[src/rtl/conv_ctrl_30_9_11_1.sv]
// Sequencer for the 1-D convolution layer: buffers x, steps the tap MAC, hands out y.
// Optional macro CONV_CTRL_OVERLAP_EN: accept the next vector while the last y is held.
module conv_ctrl_30_9_11_1 #(
  parameter int N  = 30,
  parameter int M  = 9,
  parameter int AX = $clog2(N),
  parameter int AF = $clog2(M)
) (
  input  logic          clk,
  input  logic          reset,
  input  logic          s_valid_x,
  output logic          s_ready_x,
  output logic          m_valid_y,
  input  logic          m_ready_y,
  output logic          wr_en_x,
  output logic [AX-1:0] addr_x,
  output logic [AF-1:0] addr_f,
  output logic          en_acc,
  output logic          clear_acc,
  output logic          load_out
);

  // state   | meaning
  // LOAD    | accepting input samples into x memory at ld
  // COMPUTE | issuing one x/f read per cycle for position i, tap k
  // DRAIN   | last read in flight through memory and MAC
  // OUT     | waiting for load_out / y handshake
  typedef enum logic [1:0] {LOAD, COMPUTE, DRAIN, OUT} state_t;

  localparam logic [AX-1:0] LD_LAST  = AX'(N - 1);
  localparam logic [AX-1:0] POS_LAST = AX'(N - M);
  localparam logic [AF-1:0] TAP_LAST = AF'(M - 1);

  state_t        state, state_nxt;
  logic [AX-1:0] ld, pos;
  logic [AF-1:0] tap;
  logic          issue, last_d1, in_hs, y_hs;
`ifdef CONV_CTRL_OVERLAP_EN
  logic          x_full;
`endif

  always_comb begin
    s_ready_x = (state == LOAD);
`ifdef CONV_CTRL_OVERLAP_EN
    // All reads of the current vector are done once the last position reaches OUT.
    if (state == OUT && pos == POS_LAST && !x_full) s_ready_x = 1'b1;
`endif
  end

  assign in_hs   = s_valid_x & s_ready_x;
  assign wr_en_x = in_hs;
  assign y_hs    = m_valid_y & m_ready_y;

  always_ff @(posedge clk) begin
    if (!reset) state <= LOAD;
    else        state <= state_nxt;
  end

  always_comb begin
    state_nxt = state;
    issue     = 1'b0;
    addr_x    = '0;
    addr_f    = '0;
    case (state)
      LOAD: begin
        addr_x = ld;
        if (in_hs && ld == LD_LAST) state_nxt = COMPUTE;
      end
      COMPUTE: begin
        issue  = 1'b1;
        addr_x = pos + AX'(tap);
        addr_f = tap;
        if (tap == TAP_LAST) state_nxt = DRAIN;
      end
      DRAIN: state_nxt = OUT;
      OUT: begin
        if (s_ready_x) addr_x = ld;
        if (y_hs) begin
          if (pos != POS_LAST) state_nxt = COMPUTE;
`ifdef CONV_CTRL_OVERLAP_EN
          else if (x_full || (in_hs && ld == LD_LAST)) state_nxt = COMPUTE;
`endif
          else state_nxt = LOAD;
        end
      end
      default: state_nxt = LOAD;
    endcase
  end

  always_ff @(posedge clk) begin
    if (!reset) begin
      ld        <= '0;
      pos       <= '0;
      tap       <= '0;
      en_acc    <= 1'b0;
      clear_acc <= 1'b0;
      last_d1   <= 1'b0;
      load_out  <= 1'b0;
      m_valid_y <= 1'b0;
`ifdef CONV_CTRL_OVERLAP_EN
      x_full    <= 1'b0;
`endif
    end else begin
      // Read data arrives one cycle after issue, so the MAC strobes trail by one.
      en_acc    <= issue;
      clear_acc <= issue && (tap == '0);
      last_d1   <= issue && (tap == TAP_LAST);
      load_out  <= last_d1;

      if (load_out)  m_valid_y <= 1'b1;
      else if (y_hs) m_valid_y <= 1'b0;

      if (in_hs) begin
        if (ld == LD_LAST) begin
          ld <= '0;
`ifdef CONV_CTRL_OVERLAP_EN
          if (state == OUT) x_full <= 1'b1;
`endif
        end else begin
          ld <= ld + 1'b1;
        end
      end

      if (issue) tap <= (tap == TAP_LAST) ? '0 : tap + 1'b1;

      if (state == LOAD && state_nxt == COMPUTE) begin
        pos <= '0;
        tap <= '0;
      end

      if (state == OUT && y_hs) begin
        if (pos != POS_LAST) begin
          pos <= pos + 1'b1;
        end else begin
          pos <= '0;
`ifdef CONV_CTRL_OVERLAP_EN
          x_full <= 1'b0;
`endif
        end
      end
    end
  end

endmodule

[config.mk]
export PLATFORM = sky130hd
export DESIGN_NAME = conv_ctrl_30_9_11_1
export DESIGN_NICKNAME = d
export VERILOG_FILES = /design/src/rtl/conv_ctrl_30_9_11_1.sv
export SDC_FILE = /design/constraint.sdc
export NUM_CORES = 1
export LEC_CHECK = 0
export BUFFER_PORTS_ARGS = -buffer_cell sky130_fd_sc_hd__buf_2
export CAP_MARGIN = 20
export CORE_MARGIN = 2
export CORE_UTILIZATION = 45
export CTS_CLUSTER_SIZE = 40
export DETAILED_ROUTE_END_ITERATION = 16
export PLACE_DENSITY = 0.66
export SKIP_LAST_GASP = 1
export SLEW_MARGIN = 0
export SYNTH_ARGS = -nofsm -noshare
export SYNTH_HDL_FRONTEND = slang
export SYNTH_SLANG_ARGS = --single-unit
export TNS_END_PERCENT = 5
[constraint.sdc]
create_clock -name clk -period 2.2 [get_ports clk]
set_input_delay 0.33 -clock clk [delete_from_list [all_inputs] [get_ports clk]]
set_output_delay 0.33 -clock clk [all_outputs]
set_load 0.005 [all_outputs]
==> impl_metrics.yaml, run 1 <==
floorplanning:
  core_um2: 2686
  ios: 19
  die_area_um2: 3182
  num_rows: 19
  chipHeight_um: 56.41
  start_util: 0.4602
  die_x_um: 56.41
cells_and_area:
  utilization: 0.5417
  multiInputGateArea_um2: 758.2
  final_cells: 199
  fin_area_um2: 1455
  insertedDiodeCount: 0
  fill_cells: 257
  seqCellArea_um2: 424.2
  finish.net_count: 184
  drive_above_1_share: 0.2500
  area_delta_synth_final_pct: 17.71
timing:
  setup_viol: 1
  fin_ws_ns: -0.02563
  slew_viol_final: 0
  timing.final.crit_share: 1.012
  clock_skew_ns: 0.002743
  worstMarginPinSlew_ns: 0.5113
  min_period_ns: 2.226
  final_hold_viol_count: 0
  tns_ns: -0.02563
  fmax_ghz: 0.4493
  relSlewSlack: 0.6545
  rsz0062_at_grt: "true"
yosys:
  synth-seq-cells: 21
  netlist_top_cells_count: "21 x dfxtp_1, 13 x inv_1, 12 x nor2_1"
  yosys_warnings: 0
  synth_area_leaders: "dfxtp_1 34%, ha_1 10%, inv_1 3.9%"
  yosysSeqAreaShare: 0.3401
  synthCells: 143
  yosysMostFrequentCell: "dfxtp_1"
  synthFlopType: "dfxtp_1"
  netlist_area_um2: 1236
  async_flop_share: 0
  yosysTopAreaCell: "dfxtp_1"
  netlist-cell-type-count: 42
  synth_edf_count: 0
  syn_area_per_cell_um2: 8.645
  synth.net_count: 158
  synth_top_cell_area_share: 0.3401
routing:
  viasPerCell: 5.849
  drc: 0
  dr.first_iter.drc_count: 42
  route.vias.total: 1164
  dr.pass1.iters: 4
  wl_per_cell_um: 14.33
  postRouteAntennaNets: 0
  wirelength_mm: 2.851
place:
  dp_hpwl_mm: 2.039
  routabilityCongestion: 0.7444
  dp_cells: 191
  portBuffers: 18
  dpl_cell_area_um2: 1371
clocking:
  cts_sinks: 21
  cts_max_level: 1
  path_clk_slew_ns: 0.12
  cts_buffers: 3
  clock_latency_ns: 0.30
  cts.path.max_buffers: 2
  cts_root_buf: "clkbuf_4"
  cts_tree: "yes"
power_and_ir_drop:
  ir_worst_vdd_mv: 0.3890
  p_sw_frac: 0.2435
  clkPwrFrac: 0.308
  internal_power_mw: 0.4695
  leakagePower_nw: 0.5962
  seqPwrFrac: 0.631
  power_mw: 0.6206
  p_switching_mw: 0.1512
  p_per_area_nw_per_um2: 426.5
  pwr-share-comb: 0.061
global_route:
  grt-ovfl-total: 0
  grt_pass1_vias: 1057
  grt_use_total: 0.1946
  antenna_found_initial: 0
  grt_max_degree: 14
  grt_pass1_wl_mm: 4.788
critical_path:
  cp.required_ns: 1.87
  endpoint_kind: "primary output"
  path_class: "reg -> out"
  start_kind: "register"
  crit_fanout: 2
  arrival_ns: 1.90
run_status:
  failed_checks: "setup timing"
  status: "finished, violations left"
run:
  max_cap_viol_count: 0
min_path:
  hp-class: "in -> reg"
-- cell type report --
class | instances | area share
multi-input combinational | 103 | 0.5211
sequential | 21 | 0.2915
timing repair buffer | 27 | 0.1083
inverter | 13 | 0.03353
tap | 31 | 0.02666
clock buffer | 3 | 0.01548
clock inverter | 1 | 0.003439
-- kinds of logic (layout without fill, tap and decap cells) --
kind of cell               count (synthesis)  in the layout  share of synthesized area
muxes                                      3              3                    0.02429
xor gates and xnor gates                   4              4                    0.02834
DFF                                       21             21                     0.3401
AOI/OAI and AO/OA                         31             31                     0.1761
adders and majority gates                 11             11                     0.1174
and+or+nand+nor                           54             54                     0.2490
buffers and inverters                     19             44                    0.06477
-- final timing paths --
check,from,cells past startpoint,endpoint,slack [ns]
worst min-delay path,reset,2,m_valid_y,0.34
worst min register to register,last_d1,1,load_out,0.45
worst max-delay path,pos[0],7,addr_x[4],-0.03
worst max register to register,state[0],3,pos[2],0.56
-- per-stage QoR --
step / worst slack (ns) / hold slack, ns
final: -0.02563 / 0.3434
after global routing: -0.08455 / 0.3457
after CTS: 0.0005715 / 0.3426
after detailed placement: 0.1476 / 0.4278
after global placement: 0.2273 / 0.4149
after floorplan: 0.3813 / 0.4119
-- registers in the layout, summed over array words and instances (netlist names) --
register	flops
ld	5
pos	5
tap	4
state	2
clear_acc	1
en_acc	1
last_d1	1
load_out	1
m_valid_y	1
-- cell usage in the layout, fill, tap and decap left out, drive strengths merged, types with 2 or more instances in the layout --
master	instances
buf	27
dfxtp	21
inv	13
nor2	12
ha	10
a21oi	8
nand2	7
nand3	6
nand4	6
and2	4
xnor2	4
nand2b	4
o21ai	4
o221ai	3
mux2i	3
clkbuf	3
or3b	3
or3	2
nor2b	2
a211oi	2
nand4b	2
o22ai	2
a31o	2
o311ai	2
-- power by group through the flow --
stage | Combinational [mW] | Clock [mW] | Sequential, mW
floorplan | 0.0241 | 0 | 0.398
global placement | 0.0373 | 0 | 0.400
detailed placement | 0.0381 | 0 | 0.400
CTS | 0.0384 | 0.192 | 0.391
global route | 0.0437 | 0.217 | 0.392
finish | 0.0378 | 0.191 | 0.391
-- critical path, cell delays in order, from the launching register on --
cell	delay, ns
dfxtp_2	0.37
ha_4	0.14
inv_2	0.04
fa_2	0.39
nand2b_4	0.15
a211o_1	0.25
o311ai_1	0.08
buf_2	0.17
-- what timing repair did --
item	in CTS	in global routing
resized for setup	4	5
setup endpoints to repair	1	3
hold buffers	0	0
pin swaps	0	1
setup buffers	2	2
-- routing by layer --
layer | track usage | part of all wire
met1 | 0.2486 | 0.44
met3 | 0.02304 | 0.048
met2 | 0.3244 | 0.50
met4 | 0.09524 | 0.010
met5 | 0 | 0
Note: power is estimated with default switching activity, not from simulation.
==> inputs of run 2 (changes only) <==
--- a/config.mk
+++ b/config.mk
@@ -7,6 +7,7 @@
 export LEC_CHECK = 0
 export BUFFER_PORTS_ARGS = -buffer_cell sky130_fd_sc_hd__buf_2
 export CAP_MARGIN = 20
+export CORE_ASPECT_RATIO = 1.25
 export CORE_MARGIN = 2
 export CORE_UTILIZATION = 45
 export CTS_CLUSTER_SIZE = 40
==> impl_metrics.yaml, run 2 (same netlist as run 1, synthesis figures left out) <==
timing:
  setup_viol: 0
  hold_ws_ns: 0.3498
  clock_skew_ns: 0.007999
  final_hold_viol_count: 0
  slew_viol_final: 0
  rsz0062_at_grt: "true"
  min_period_ns: 2.151
  fmax_ghz: 0.4649
  worstMarginPinSlew_ns: 0.6164
  relSlewSlack: 0.5835
  timing.final.crit_share: 0.9777
critical_path:
  reg2reg_slack_ns: 0.48
  start_kind: "register"
  cp.depth: 7
  arrival_ns: 1.82
  reg2reg_depth: 4
  path_class: "reg -> out"
  crit_fanout: 2
  critPathBufInv: 2
  crit_family: "adder cells"
  crit_chain: "ha_4, inv_2, fa_2, nand2b_4, a211o_1, o311ai_1, buf_2"
  cpPeakStageDelay_ns: 0.38
  slowest_stage: "dfxtp_2"
  r2r-end: "pos[0]"
  cp.required_ns: 1.87
  r2r_start: "state[0]"
  endpoint_kind: "primary output"
cells_and_area:
  finish.net_count: 182
  final_cell_mix: "18 x buf_2, 17 x dfxtp_1, 12 x inv_1, 12 x nor2_1, 9 x ha_1"
  final_common_cell: "buf_2"
  area_delta_synth_final_pct: 17.00
  utilization: 0.5450
  drive_above_1_share: 0.2410
  top_regs: "ld: 5 flops, pos: 5 flops, tap: 4 flops"
  insertedDiodeCount: 0
  fin_area_um2: 1446
clocking:
  cts_sinks: 21
  cts_tree: "yes"
  cts_root_buf: "clkbuf_4"
  cts_buffers: 3
  holdBufCountCts: 0
  path_clk_slew_ns: 0.12
  clock_latency_ns: 0.31
  cts.path.max_buffers: 2
  cts_max_level: 1
floorplanning:
  chipHeight_um: 62.60
  core_um2: 2654
  die_x_um: 50.88
  start_util: 0.4658
  die_area_um2: 3185
  ios: 19
  num_rows: 21
power_and_ir_drop:
  leakagePower_nw: 0.5833
  power_mw: 0.6169
  ir_worst_vdd_mv: 0.2914
  p_per_area_nw_per_um2: 426.5
place:
  dpl_cell_area_um2: 1368
  portBuffers: 18
  dp_hpwl_mm: 2.153
  routabilityCongestion: 0.8091
routing:
  dr.first_iter.drc_count: 20
  dr.pass1.iters: 4
  wl_per_cell_um: 14.26
  viasPerCell: 5.535
  postRouteAntennaNets: 0
  wirelength_mm: 2.851
  route.vias.total: 1107
  drc: 0
run:
  max_cap_viol_count: 0
global_route:
  grt_use_total: 0.2000
  grt-ovfl-total: 0
  antenna_found_initial: 0
  grt_max_degree: 19
  grt_pass1_wl_mm: 4.954
  grt_pass1_vias: 1108
min_path:
  hold_path_depth: 3
  min_to: "m_valid_y"
  hp-class: "in -> reg"
  hold_start: "m_ready_y"
run_status:
  status: "finished, final reports clean"
## run 2: changes by cell type in the layout (fill, tap and decap cells not counted)
cell | before | now
clkinv_2 | 1 | 0
dfxtp_1 | 18 | 17
clkbuf_1 | 0 | 1
buf_4 | 9 | 7
dfxtp_4 | 0 | 1
## run 2: worst max-delay path by stage
stage	to	slack, ns	start
floorplan	addr_x[4]	0.38	pos[0]
global placement	addr_x[4]	0.22	tap[0]
detailed placement	addr_x[4]	0.18	tap[0]
CTS	addr_x[4]	0.01	tap[0]
global route	addr_x[4]	-0.02	pos[0]
finish	addr_x[4]	0.05	pos[0]
## run 2: area by class of cell
class / count / area [um^2]
fillers: 261 / 1207
repair buffers: 25 / 142.6
inverters: 13 / 48.80
clock buffers: 4 / 26.28
multi-input cells: 103 / 758.2
flip-flops and latches: 21 / 427.9
well taps: 34 / 42.54
## run 2: layer usage
metal | wire (um) | part of all wire | global-route usage | up-vias
li1 | - | - | - | 564
met1 | 1248 | 0.44 | 0.2380 | 521
met2 | 1507 | 0.53 | 0.3668 | 20
met3 | 73 | 0.026 | 0.02153 | 2
met4 | 21 | 0.0074 | 0.06081 | 0
met5 | 0 | 0 | 0 | -
## run 2: timing repair
| item | in CTS | in global routing |
|---|---|---|
| gates resized for setup | 9 | 2 |
| pin swaps | 2 | 2 |
| setup endpoints to repair | 1 | 2 |
| setup buffers | 3 | 0 |
## run 2: stage by stage
step	setup WS [ns]	std cells	TNS, ns
3_5_place_dp	0.1839	193	0
5_1_grt	-0.01569	200	-0.01569
3_3_place_gp	0.2193	193	0
4_1_cts	0.01070	200	0
6_report	0.04904	200	0
2_1_floorplan	0.3813	143	0
## run 2: tightest hold or removal path: stages
cell,delay (ns)
buf_2,0.10
nor2b_1,0.04
o21a_1,0.15
## run 2: report_power, final
part | internal (mW) | switching [mW]
Clock | 0.0708 | 0.117
Combinational | 0.0173 | 0.0213
Sequential | 0.383 | 0.00698
==> inputs of run 3 (changes only) <==
--- a/config.mk
+++ b/config.mk
@@ -7,7 +7,7 @@
 export LEC_CHECK = 0
 export BUFFER_PORTS_ARGS = -buffer_cell sky130_fd_sc_hd__buf_2
 export CAP_MARGIN = 20
-export CORE_ASPECT_RATIO = 1.25
+export CORE_ASPECT_RATIO = 2
 export CORE_MARGIN = 2
 export CORE_UTILIZATION = 45
 export CTS_CLUSTER_SIZE = 40
==> impl_metrics.yaml, run 3 (same netlist as run 1, synthesis figures left out) <==
run_status:
  status: "finished, final reports clean"
global_route:
  grt_max_degree: 19
  grt_use_total: 0.2145
  grt-ovfl-total: 0
  antenna_found_initial: 0
  grt_pass1_vias: 1166
  grt_pass1_wl_mm: 4.857
timing:
  timing.final.crit_share: 0.9830
  fmax_ghz: 0.4624
  fin_ws_ns: 0.03736
  hold_ws_ns: 0.4058
  final_hold_viol_count: 0
  setup_viol: 0
  relSlewSlack: 0.6180
  clock_skew_ns: 0.005182
  slew_viol_final: 0
  min_period_ns: 2.163
  tns_ns: 0
  worstMarginPinSlew_ns: 0.5652
  rsz0062_at_grt: "true"
cells_and_area:
  seqCellArea_um2: 422.9
  area_delta_synth_final_pct: 16.09
  final_cells: 193
  fin_area_um2: 1435
  fill_cells: 254
  final_common_cell: "dfxtp_1"
  drive_above_1_share: 0.2182
  top_regs: "ld: 5 flops, pos: 5 flops, tap: 4 flops"
  final_cell_mix: "19 x dfxtp_1, 18 x buf_2, 13 x inv_1"
  insertedDiodeCount: 0
  finish.net_count: 181
  multiInputGateArea_um2: 748.2
clocking:
  cts_max_level: 1
  cts.path.max_buffers: 2
  cts_root_buf: "clkbuf_8"
  cts_buffers: 3
  cts_tree: "yes"
  cts_sinks: 21
  path_clk_slew_ns: 0.07
  clock_latency_ns: 0.27
  holdBufCountCts: 0
critical_path:
  arrival_ns: 1.83
  critPathBufInv: 2
  path_class: "reg -> out"
  cp.required_ns: 1.87
  reg2reg_slack_ns: 0.52
  crit_fanout: 4
  crit_family: "compound AO/OA/AOI/OAI gates"
  crit_chain: "buf_4, ha_1, a21o_1, a2111o_1, o221ai_1, buf_2"
  r2r-end: "pos[1]"
  reg2reg_depth: 4
  start_kind: "register"
  cpPeakStageDelay_ns: 0.40
  r2r_start: "state[0]"
  crit_start: "tap[1]"
  endpoint_kind: "primary output"
  slowest_stage: "a2111o_1"
power_and_ir_drop:
  leakagePower_nw: 0.5838
  ir_worst_vdd_mv: 0.4011
  seqPwrFrac: 0.568
  p_switching_mw: 0.1583
  pwr-share-comb: 0.056
  clkPwrFrac: 0.377
  p_per_area_nw_per_um2: 480.1
  p_sw_frac: 0.2297
  internal_power_mw: 0.5308
routing:
  wirelength_mm: 2.920
  viasPerCell: 5.860
  dr.pass1.iters: 4
  wl_per_cell_um: 15.13
  dr.first_iter.drc_count: 34
  route.vias.total: 1131
  postRouteAntennaNets: 0
  drc: 0
min_path:
  hold_path_depth: 2
  min_to: "m_valid_y"
  hold_start: "reset"
  hp-class: "in -> reg"
place:
  portBuffers: 18
  routabilityCongestion: 0.8696
  place_ws_ns: 0.1873
  dpl_cell_area_um2: 1368
  dp_cells: 188
  dp_hpwl_mm: 2.190
floorplanning:
  die_area_um2: 3208
  ios: 19
  start_util: 0.4810
  chipHeight_um: 78.12
  core_um2: 2570
  num_rows: 26
  die_x_um: 41.06
run:
  max_cap_viol_count: 0
-- run 3: per-layer routing --
layer	vias up	wire [um]	GRT usage
li1	566	-	-
met1	537	1086	0.2216
met2	19	1652	0.3719
met3	9	74	0.02825
met4	0	107	0.1167
met5	-	0	0
-- run 3: power by group through the flow --
stage / clock network [mW] / logic, mW / registers [mW]
final: 0.260 / 0.0383 / 0.391
after global routing: 0.280 / 0.0428 / 0.392
after CTS: 0.264 / 0.0390 / 0.391
after detailed placement: 0 / 0.0386 / 0.400
after global placement: 0 / 0.0374 / 0.400
after floorplan: 0 / 0.0241 / 0.398
-- run 3: cell type report --
cell class | count | share of cell area
inverter | 13 | 0.03400
sequential | 21 | 0.2947
clock buffer | 4 | 0.03139
tap | 28 | 0.02441
timing repair buffer | 24 | 0.09416
multi-input combinational | 103 | 0.5214
-- run 3: worst reg2reg max path, stage by stage, from the launching register on --
cell	delay, ns
dfxtp_1	0.31
buf_4	0.19
or3b_1	0.49
o211ai_1	0.39
o22ai_1	0.16
-- run 3: through the flow --
step,util,power [mW]
after floorplan,-,0.4220
after global placement,0.5321,0.4374
final,0.5584,0.6890
after global routing,0.5584,0.7149
after detailed placement,0.5321,0.4390
after CTS,0.5540,0.6947
-- run 3: timing repair --
item / 4_1_cts / 5_1_grt
endpoints found under the setup margin: 1 / 2
pin swaps: 0 / 0
buffers inserted: 1 / 0
gates resized for setup: 2 / 3
gates cloned: 0 / 0
-- run 3: worst max path at each step --
| stage | end | slack [ns] | cells after the start |
|---|---|---|---|
| global placement | addr_x[4] | 0.23 | 7 |
| finish | addr_x[3] | 0.04 | 6 |
| global route | addr_x[4] | -0.05 | 7 |
| CTS | addr_x[4] | 0.02 | 7 |
| detailed placement | addr_x[4] | 0.19 | 7 |
| floorplan | addr_x[4] | 0.38 | 6 |
